## config.mk

```make
export PLATFORM = sky130hd
export DESIGN_NAME = branch_predictor
export DESIGN_NICKNAME = d
export VERILOG_FILES = /design/src/rtl/branch_predictor.sv
export SDC_FILE = /design/constraint.sdc
export NUM_CORES = 1
export LEC_CHECK = 0
export CORE_ASPECT_RATIO = 0.5
export CORE_MARGIN = 8
export CORE_UTILIZATION = 38
export DETAILED_ROUTE_END_ITERATION = 7
export GPL_TIMING_DRIVEN = 0
export PLACE_DENSITY = 0.68
export RECOVER_POWER = 100
export SYNTH_ARGS = -nofsm -noshare
export SYNTH_HDL_FRONTEND = slang
export SYNTH_SLANG_ARGS = --single-unit
```

## constraint.sdc

```tcl
create_clock -name clock -period 4.88 [get_ports clock]
set_input_delay 0.732 -clock clock [delete_from_list [all_inputs] [get_ports clock]]
set_output_delay 0.732 -clock clock [all_outputs]
set_load 0.02 [all_outputs]
```

## src/rtl/branch_predictor.sv

```systemverilog
// Fetch-stage dynamic branch predictor: direct-mapped BTB with 2-bit counters,
// a return address stack trained at execute, and mispredict statistics.
module branch_predictor #(
  parameter int DATAW     = 32,
  parameter int ENTRIES   = 16,
  parameter int IDXW      = $clog2(ENTRIES),
  parameter int TAGW      = 8,
  parameter int RAS_DEPTH = 4,
  parameter int CNTW      = 32
) (
  input  logic             clock,
  input  logic             reset,
  input  logic             clear,
  input  logic [DATAW-1:0] f_pc,
  output logic             f_pred_taken,
  output logic [DATAW-1:0] f_pred_target,
  input  logic             upd_valid,
  input  logic [DATAW-1:0] upd_pc,
  input  logic             upd_taken,
  input  logic [DATAW-1:0] upd_target,
  input  logic             upd_is_jump,
  input  logic             upd_is_call,
  input  logic             upd_is_ret,
  input  logic             upd_mispredict,
  output logic [CNTW-1:0]  cnt_updates,
  output logic [CNTW-1:0]  cnt_mispredicts
);

  localparam int RPW = $clog2(RAS_DEPTH);
  localparam logic [RPW:0] RAS_FULL = (RPW+1)'(RAS_DEPTH);

  logic             valid_q  [ENTRIES];
  logic [TAGW-1:0]  tag_q    [ENTRIES];
  logic [DATAW-1:0] target_q [ENTRIES];
  logic [1:0]       ctr_q    [ENTRIES];
  logic             kind_q   [ENTRIES];

  logic [DATAW-1:0] ras_mem  [RAS_DEPTH];
  logic [RPW-1:0]   ras_ptr;
  logic [RPW:0]     ras_cnt;
  logic [RPW-1:0]   ras_top_idx;
  logic [DATAW-1:0] ras_top;

  logic [IDXW-1:0]  f_idx, u_idx;
  logic [TAGW-1:0]  f_tag, u_tag;
  logic             f_hit, u_hit;
  logic [DATAW-1:0] ret_addr;

  assign f_idx       = f_pc[IDXW+1:2];
  assign f_tag       = f_pc[IDXW+2+TAGW-1:IDXW+2];
  assign u_idx       = upd_pc[IDXW+1:2];
  assign u_tag       = upd_pc[IDXW+2+TAGW-1:IDXW+2];
  assign f_hit       = valid_q[f_idx] && (tag_q[f_idx] == f_tag);
  assign u_hit       = valid_q[u_idx] && (tag_q[u_idx] == u_tag);
  assign ret_addr    = upd_pc + DATAW'(4);
  // ras_ptr names the next free slot, so the top lives one below it
  assign ras_top_idx = ras_ptr - 1'b1;
  assign ras_top     = ras_mem[ras_top_idx];

  always_comb begin
    f_pred_taken  = 1'b0;
    f_pred_target = f_pc + DATAW'(4);
    if (f_hit) begin
      if (kind_q[f_idx]) begin
        f_pred_taken  = 1'b1;
        f_pred_target = (ras_cnt != '0) ? ras_top : target_q[f_idx];
      end else begin
        f_pred_taken  = ctr_q[f_idx][1];
        f_pred_target = target_q[f_idx];
      end
    end
  end

  always_ff @(posedge clock) begin
    if (reset) begin
      for (int i = 0; i < ENTRIES; i++) begin
        valid_q[i] <= 1'b0;
        ctr_q[i]   <= 2'b00;
      end
      ras_ptr         <= '0;
      ras_cnt         <= '0;
      cnt_updates     <= '0;
      cnt_mispredicts <= '0;
    end else if (clear) begin
      for (int i = 0; i < ENTRIES; i++) valid_q[i] <= 1'b0;
      ras_ptr <= '0;
      ras_cnt <= '0;
    end else if (upd_valid) begin
      cnt_updates <= cnt_updates + 1'b1;
      if (upd_mispredict) cnt_mispredicts <= cnt_mispredicts + 1'b1;

      if (u_hit) begin
        if (upd_is_jump) begin
          ctr_q[u_idx]    <= 2'b11;
          target_q[u_idx] <= upd_target;
          kind_q[u_idx]   <= upd_is_ret;
        end else if (upd_taken) begin
          if (ctr_q[u_idx] != 2'b11) ctr_q[u_idx] <= ctr_q[u_idx] + 2'd1;
          target_q[u_idx] <= upd_target;
        end else if (ctr_q[u_idx] != 2'b00) begin
          ctr_q[u_idx] <= ctr_q[u_idx] - 2'd1;
        end
      end else if (upd_taken) begin
        valid_q[u_idx]  <= 1'b1;
        tag_q[u_idx]    <= u_tag;
        target_q[u_idx] <= upd_target;
        ctr_q[u_idx]    <= upd_is_jump ? 2'b11 : 2'b10;
        kind_q[u_idx]   <= upd_is_ret;
      end

      // call+ret on a non-empty stack is a pop followed by a push: replace the top
      if (upd_is_call && upd_is_ret && ras_cnt != '0) begin
        ras_mem[ras_top_idx] <= ret_addr;
      end else if (upd_is_call) begin
        ras_mem[ras_ptr] <= ret_addr;
        ras_ptr          <= ras_ptr + 1'b1;
        if (ras_cnt != RAS_FULL) ras_cnt <= ras_cnt + 1'b1;
      end else if (upd_is_ret && ras_cnt != '0) begin
        ras_ptr <= ras_top_idx;
        ras_cnt <= ras_cnt - 1'b1;
      end
    end
  end

endmodule

```

-- Word-level counts from Yosys, hierarchy flattened
Memories as Yosys holds them, arrays and structs flattened.
Index checks and enable logic that the tools add are counted.
- register bits after elaboration: 69
- bits in latches: 0
- memory bits (writable): 832
- ROM bits: 0
- input port bits: 105
- output and inout bits: 97
- word-level logic and storage cells: 157
- memories kept: 6
- memories (name ; depth ; bits a word ; rd ports ; clocked after Yosys merged registers in ; write ports ; RTL line ; text):
    target_q ; 16 ; 32 ; 1 ; 0 ; 1 ; 34 ; logic [DATAW-1:0] target_q [ENTRIES];
    ras_mem ; 4 ; 32 ; 1 ; 0 ; 1 ; 38 ; logic [DATAW-1:0] ras_mem [RAS_DEPTH];
    tag_q ; 16 ; 8 ; 2 ; 0 ; 1 ; 33 ; logic [TAGW-1:0] tag_q [ENTRIES];
    ctr_q ; 16 ; 2 ; 2 ; 0 ; 16 ; 35 ; logic [1:0] ctr_q [ENTRIES];
    kind_q ; 16 ; 1 ; 1 ; 0 ; 1 ; 36 ; logic kind_q [ENTRIES];
    valid_q ; 16 ; 1 ; 2 ; 0 ; 16 ; 32 ; logic valid_q [ENTRIES];
- add/subtract/negate cells: 10
- multipliers: 0
- divide/modulo/power cells: 0
- order comparisons: 0
- eq/ne operators: 5
- shift-type cells: 0
- multiplexer cells: 92
- bitwise gates (word level): 24
- reduce and logical (&&, ||, !) cells: 16
- operators with widths (operator ; number):
    $mux W32 ; 6
    $mux W1 ; 74
    $add A32 B1 Y32 const B ; 2
    $add A32 B3 Y32 const B ; 2
    $reduce_or A32 Y1 ; 1
    $or A1 B1 Y1 ; 22
    $eq A8 B8 Y1 ; 2
    $mux W2 ; 7
    $mux W3 ; 3
    $mux W4 ; 2
    $reduce_and A3 Y1 ; 2
    $logic_and A1 B1 Y1 ; 5
    $add A2 B1 Y2 const B ; 2
    $reduce_and A4 Y1 ; 1
    $reduce_bool A2 Y1 ; 2
    $reduce_or A2 Y1 ; 2
    $sub A2 B1 Y2 const B ; 2
    $add A3 B1 Y3 const B ; 1
    $ne A3 B3 Y1 const B ; 1
    $reduce_bool A3 Y1 ; 1
    $sub A3 B1 Y3 const B ; 1
    $ne A2 B1 Y1 const B ; 1
    $ne A2 B2 Y1 const B ; 1
    $not A1 Y1 ; 2
    2 further kinds ; 2

-- Depth between registers and ports, before layout
Gate-level depths: netlist (run 1).
An unclocked memory read counts as a cell.
- depth after elaboration: 15
- depth in mapped cells: 14
- depth with buffers taken out: 9

-- Worst setup path after synthesis (run 1)
Ideal clock, no wire load.
- path type: input -> register
- start point: input port upd_pc[2]
- end point: memory target_q[0][0], enable pin
- library setup time: 421 ps
- arrival time: 4576 ps
- required time: 4459 ps
- setup slack: -117 ps
- stages: 10
- buffers on the path: 3
- cells stage by stage: buf_6 buf_6 mux4_2 mux4_2 xor2_1 nor4_4 and4_1 a31oi_1 buf_2 nor2_1
- cells in the longest elaborated chain, start to end: 10
- elaborated cells between the ends (all ways): 21
- classes of those cells: eq/ne: 1; mux: 15; bitwise: 2; reduce/logical: 1; memory: 2
- ends and longest elaborated chain (item ; RTL line ; text):
    from (decl) ; 18 ; input logic [DATAW-1:0] upd_pc,
    $mem_v2 Z16 W8 ; - ;
    $eq A8 B8 Y1 ; 54 ; assign u_hit = valid_q[u_idx] && (tag_q[u_idx] == u_tag);
    $logic_and A1 B1 Y1 ; 54 ;
    $mux W1 ; 92 ; if (u_hit) begin
    $mux W1 ; 88 ; end else if (upd_valid) begin
    $mux W1 ; 84 ; end else if (clear) begin
    $mux W1 ; 75 ; if (reset) begin
    $mux W1 (on tied branches) ; 95, 99 ;
    $or A1 B1 Y1 (no source line) (2 in a row) ; - ;
    to (decl) ; 34 ;
Parallel ways exist; a longest one is shown, timed or not.

-- Worst setup path after layout (run 1)
- start point: input port f_pc[3]
- end point: output port f_pred_target[25]
- cells in the longest elaborated chain, start to end: 4
- elaborated cells between the ends (all ways): 10
- classes of those cells: add/sub: 1; eq/ne: 1; mux: 3; reduce/logical: 1; memory: 4
- ends and longest elaborated chain (item ; RTL line ; text):
    from (decl) ; 14 ; input logic [DATAW-1:0] f_pc,
    branches (longest 3 deep; another with $add A32 B3 Y32) ; - ;
    $mux W32 * ; 63 ; if (f_hit) begin
    to (decl) ; 16 ; output logic [DATAW-1:0] f_pred_target,
Mark *: on every way between the ends.

==> out/summary.txt, run 1 <==
Synth Flop Type = edfxtp_1
Critical path required time = 4.15 ns
Nets = 2587
Crit path buf inv count = 5
Startpoint Class = primary input
Final TNS setup = 0 ns
Delay-heaviest family, CP = buffers and inverters
Number of iterations in the first detailed-routing pass = 6
Die span in y = 241 microns
Setup violations, final = 0
Via Count = 21900
Residual DRC count = 0
IO Port Bufs = 199
Area grow syn2layout = 20.1%
Switching power share of the total = 0.218
Peak VDD IR = 0.000278 V
Comb power frac = 0.067
Unrepaired setup endpoints after global routing = yes
Clock root buffer master = clkbuf_16
Fraction of layout cells with a size suffix above 1 = 0.255
Post-synth EDFFs = 816
Switch Pwr = 0.00363 W
Clk buf depth = 3
Initial antenna violation count = 13
WL final = 101000 microns
Max Clk Rate = 0.209 GHz
M2 GR Usage = 0.297
I/O pin total = 202
Met3 global-route usage = 0.0321
Storage element area = 26200 sq um
Skew final = 0.0355 ns
CTS tree = built
Most Crowded Layer GR = met2
Setup Crit Path Kind = in -> out
Post-route cell area = 46200 sq um
Ys async rst share = 0
Synth warn = 0
Fin. Hold Viols = 0
Critical path's slowest cell = mux4_2
Synth top area cells = edfxtp_1 (64%), mux4_2 (17%), dfxtp_1 (4.4%), xnor2_1 (1.7%), nor2_1 (1.6%)
H-Tree Depth = 3
Largest area contributor in the netlist = edfxtp_1
Clk slew on worst S/H paths = 0.06 ns
Crit. path cell count = 10
Via density = 5.62
Leakage power = 14.6 nW
FF+latch count, synth = 901
Routability cong. = 0.863
Die width = 466 microns
CTS Sinks = 901
Avg WL per Cell = 26.1 microns
CP cell instances = clkdlybuf4s15_1 -> buf_4 -> clkbuf_2 -> mux4_2 -> mux4_2 -> nand2_2 -> clkbuf_4 -> mux2i_1 -> mux2i_1 -> clkdlybuf4s15_2
Mapped cell area = 38500 sq um
Yosys top cell area share = 0.637
DPL Wire Length = 67400 microns
Fillers = 8388
Max_slew headroom = 0.186
Crit path time final = 4.79 ns
Distinct cells, synth = 60
Crit end category = primary output
DIE AREA = 112000 sq um
Power Dens Cells = 360 nW/um^2
Vias in the first global route = 22100
First-pass GRT wire length = 147000 microns
ANT nets after route = 0
Clk Latency, worst-skew pair = 0.68 ns
Syn avg cell area = 17.9 sq um
Grt met1 use = 0.234
Crit path max fanout = 10
GRT Total Usage = 0.176
Critical path's largest stage delay = 0.56 ns
Max-cap viol count = 0
Sequential group share of total power = 0.510
Cell with the most instances after synthesis = edfxtp_1
R2R cell count = 8
Initial Util = 0.384
Multi-input gate area = 11900 sq um
Num CTS Buffers = 84
Rows = 82
Worst EP arrival = 4.06 ns
Status = finished clean
Most instantiated cells after synthesis = edfxtp_1 (816), mux4_2 (290), nor2_1 (168), nand2_1 (101), dfxtp_1 (85)
Largest net degree at the start of global routing = 33
HP Class = reg -> reg
Dpl cell area = 42700 sq um
Final Max Tran Viols = 0
Hold path depth = 2
Clock power frac = 0.423
Gr ovfl total = 0
Total nets after synthesis = 2261
Initial drt markers = 2467
Synth Instances = 2146
Core ar. = 100000 sq um
Int Pwr = 0.0130 W
Tightest Pin Transition = 1.22 ns
Final Cycle Share = 0.982
Post-synthesis sequential area ratio = 0.681
## per-stage QoR
| step | total power [W] | hold WS [ns] | std cells | setup slack, ns | util |
|---|---|---|---|---|---|
| floorplan | 0.00925 | 0.436 | 2146 | -0.117 | - |
| global placement | 0.00971 | 0.452 | 3689 | -3.25 | 0.420 |
| detailed placement | 0.00974 | 0.469 | 3708 | -2.29 | 0.426 |
| CTS | 0.0167 | 0.485 | 3883 | 0.00380 | 0.460 |
| global route | 0.0171 | 0.507 | 3887 | -0.0502 | 0.461 |
| finish | 0.0166 | 0.489 | 3890 | 0.0888 | 0.461 |
## layer usage
metal  vias up  part of all wire
li1       9348                 -
met1     11400              0.40
met2       928              0.50
met3       165             0.069
met4         2             0.029
met5         -          0.000069
## layout by cell type (no fill, tap or decap), types with 27 or more instances in the layout
master             n
buf_2             28
dfxtp_1           85
nand4_1           31
clkbuf_1          66
mux4_2           290
xor2_1            57
dlygate4sd3_1     39
nor3_1            27
nand3_1           64
edfxtp_1         816
clkdlybuf4s50_1  125
clkbuf_16         85
nand2_1          100
a21oi_1           47
buf_4             29
xnor2_1           73
mux2i_1           42
nor2_1           142
## worst min-delay path: cells and delay by family (launching register included)
family	cells	cell delay (ns)
AOI/OAI and AO/OA	1	0.06
and+or+nand+nor	1	0.05
DFF	1	0.32
## worst paths after layout
check / start / endpoint / slack [ns]
worst max-delay path: f_pc[3] / f_pred_target[25] / 0.09
worst min-delay path: valid_q[12] / valid_q[12] / 0.49
worst max register to register: tag_q[4][3] / target_q[4][26] / 0.93
worst min register to register: valid_q[12] / valid_q[12] / 0.49
## final cells by class
cell class | count | area share
plain buffers | 120 | 0.0169
flip-flops and latches | 901 | 0.567
repair buffers | 241 | 0.0556
clock buffers | 109 | 0.0488
well taps | 1344 | 0.0364
diodes | 6 | 0.000325
inverters | 17 | 0.00138
clock inverters | 45 | 0.0150
multi-input cells | 1107 | 0.259
## sequential cells by signal, summed over array words and instances, names as in the netlist
| name | flops |
|---|---|
| ras_mem | 128 |
| ctr_q | 32 |
| cnt_updates | 32 |
| ras_cnt | 3 |
| cnt_mispredicts | 32 |
| valid_q | 16 |
| ras_ptr | 2 |
| tag_q | 128 |
| target_q | 512 |
| kind_q | 16 |
## power by group through the flow
stage | Combinational, W | Clock [W] | Sequential (W)
3_5_place_dp | 0.00110 | 0 | 0.00864
2_1_floorplan | 0.000613 | 0 | 0.00863
6_report | 0.00112 | 0.00703 | 0.00847
5_1_grt | 0.00119 | 0.00742 | 0.00847
3_3_place_gp | 0.00108 | 0 | 0.00863
4_1_cts | 0.00113 | 0.00712 | 0.00847
## logic make-up after synthesis
family | count (synthesis) | synth area share
XOR/XNOR | 131 | 0.0298
AO/OA/AOI/OAI | 130 | 0.0226
AND/OR/NAND/NOR | 487 | 0.0626
multiplexers | 349 | 0.185
flip-flops | 901 | 0.681
adder cells (fa/ha/maj) | 10 | 0.00345
buffers and inverters | 138 | 0.0148
## what timing repair did
item | in CTS | in global routing
gates cloned | 1 | 0
pin swaps | 11 | 2
endpoints found under the setup margin | 561 | 594
gates resized for setup | 274 | 20
buffers inserted | 20 | 2
hold buffers | 0 | 0
Note: power is estimated with default switching activity, not from simulation.
==> run 2: changes to the inputs <==
--- a/config.mk
+++ b/config.mk
@@ -5,12 +5,15 @@
 export SDC_FILE = /design/constraint.sdc
 export NUM_CORES = 1
 export LEC_CHECK = 0
+export CELL_PAD_IN_SITES_DETAIL_PLACEMENT = 1
+export CELL_PAD_IN_SITES_GLOBAL_PLACEMENT = 1
 export CORE_ASPECT_RATIO = 0.5
 export CORE_MARGIN = 8
-export CORE_UTILIZATION = 38
+export CORE_UTILIZATION = 40
 export DETAILED_ROUTE_END_ITERATION = 7
 export GPL_TIMING_DRIVEN = 0
-export PLACE_DENSITY = 0.68
+export MAX_ROUTING_LAYER = met4
+export PLACE_DENSITY = 0.77
 export RECOVER_POWER = 100
 export SYNTH_ARGS = -nofsm -noshare
 export SYNTH_HDL_FRONTEND = slang
==> run 2 against run 1 <==
Effect of this change:
- the flow now finishes with violations (capacitance limit, slew limit)
- clock power shrank 3%
- fmax shrank 0.17%
- clock skew grew 0.028 ns
- setup slack lost 0.0083 ns
- cell area shrank 0.44%
- critical endpoint is now target_q[0][20]
- register-to-register slack lost 0.10 ns
==> out/summary.txt, run 2 (synthesized netlist as in run 1, its figures left out) <==
Status = finished with violations
Failing checks = capacitance limit, slew limit
Power Dens Cells = 358 nW/um^2
Clk slew on worst S/H paths = 0.07 ns
Tightest Pin Transition = 1.81 ns
R2R Path End = target_q[0][20]
Vias in the first global route = 23900
Leakage power = 14.8 nW
Hold path depth = 2
Clk Latency, worst-skew pair = 0.71 ns
Most flops, register = target_q
Commonest cells after routing, fill and taps aside = edfxtp_1 (816), mux4_2 (290), nor2_1 (149)
Via density = 5.89
Skew final = 0.0637 ns
Nets = 2594
Crit end category = flop
DPL Wire Length = 74300 microns
Setup violations, final = 0
Gr ovfl total = 0
Max Clk Rate = 0.208 GHz
Crit path max fanout = 15
Via Count = 22500
Max_slew headroom = -0.207
Die span in y = 235 microns
WL final = 114000 microns
Fin. Hold Viols = 0
Fillers = 9026
CTS Sinks = 901
Clk buf depth = 3
Crit path time final = 4.80 ns
Critical path required time = 5.27 ns
ANT nets after route = 0
Avg WL per Cell = 29.8 microns
Initial antenna violation count = 13
Initial drt markers = 2559
Setup Crit Path Kind = in -> reg
CTS tree = built
Dpl ws = -2.22 ns
Residual DRC count = 0
Worst EP arrival = 5.19 ns
IO Port Bufs = 199
GRT Total Usage = 0.215
FF-to-FF setup slack = 0.83 ns
Final Cycle Share = 0.984
Post-route cell area = 46000 sq um
I/O pin total = 202
Dpl cell area = 42700 sq um
Number of iterations in the first detailed-routing pass = 7
FF-to-FF Start = tag_q[8][3]
Critical hold path startpoint = valid_q[12]
Cells after DPL = 3638
Clock root buffer master = clkbuf_16
Fraction of layout cells with a size suffix above 1 = 0.251
First-pass GRT wire length = 165000 microns
R2R cell count = 10
Most common cell after layout, fill and taps aside = edfxtp_1
Peak VDD IR = 0.000256 V
Final Max Tran Viols = 66
Largest register FFs = 512
Routability cong. = 0.878
HP Class = reg -> reg
Core ar. = 95300 sq um
Unrepaired setup endpoints after global routing = yes
Die width = 455 microns
Area grow syn2layout = 19.6%
Fin util = 0.483
Largest net degree at the start of global routing = 33
H-Tree Depth = 3
Startpoint Class = primary input
Num CTS Buffers = 84
Final std cells w/o fill = 3827
Setup WS post-layout = 0.0805 ns
Worst hold path endpoint = valid_q[12]
Initial Util = 0.404
Biggest regs = target_q: 512 flops, ras_mem: 128 flops, tag_q: 128 flops
Rows = 80
DIE AREA = 107000 sq um
Max-cap viol count = 2
-- run 2: metal layers --
metal	GRT usage	routed length, microns	up-vias
li1	-	-	9359
met4	0.0575	3110	0
met2	0.360	58200	996
met1	0.271	45300	12000
met5	-	0	-
met3	0.0389	7540	193
-- run 2: worst max path at each step --
stage / startpoint / to / slack, ns / cells past startpoint
6_report: upd_pc[4] / target_q[0][20] / 0.08 / 12
5_1_grt: upd_pc[4] / target_q[0][19] / -0.02 / 12
3_5_place_dp: f_pc[3] / f_pred_target[2] / -2.22 / 10
2_1_floorplan: upd_pc[2] / target_q[0][0] / -0.12 / 10
3_3_place_gp: upd_pc[4] / target_q[0][23] / -3.24 / 12
4_1_cts: f_pc[2] / f_pred_target[2] / -0.10 / 11
-- run 2: what timing repair did --
item,in CTS,in global routing
hold buffers,0,0
gates resized for setup,275,20
cloned,1,0
setup endpoints to repair,509,149
pin swaps,11,6
setup buffers,21,6
-- run 2: metrics by stage --
| step | hold WS (ns) | TNS, ns | power (W) |
|---|---|---|---|
| after floorplan | 0.436 | -37.56 | 0.00925 |
| after global placement | 0.451 | -1829.41 | 0.00971 |
| after detailed placement | 0.468 | -657.14 | 0.00976 |
| after CTS | 0.482 | -0.101 | 0.0165 |
| after global routing | 0.502 | -0.258 | 0.0168 |
| final | 0.483 | 0 | 0.0165 |
-- run 2: power breakdown --
group	total, W	leakage [nW]	switching [W]	internal [W]
Combinational	0.00116	5.46	0.000680	0.000480
Clock	0.00684	1.35	0.00305	0.00379
Sequential	0.00847	8.04	0.0000212	0.00845
-- run 2: final cells by class --
type                    count  area (sq um)  area share
diodes                     10          25.0    0.000544
plain buffers             119           761      0.0165
clock buffers             107          2220      0.0482
clock inverters            46           584      0.0127
inverters                  17          63.8     0.00139
multi-input cells        1107         12000       0.260
flip-flops and latches    901         26200       0.570
well taps                1271          1590      0.0346
repair buffers            249          2610      0.0568
-- run 2: critical path, cell delays in order --
cell	delay (ns)
dlygate4sd3_1	0.65
clkbuf_1	0.52
mux4_2	0.42
mux4_2	0.51
xor2_1	0.20
nor4_4	0.38
and4_1	0.44
a31oi_4	0.27
clkbuf_4	0.37
nor2_4	0.24
buf_12	0.22
buf_16	0.18
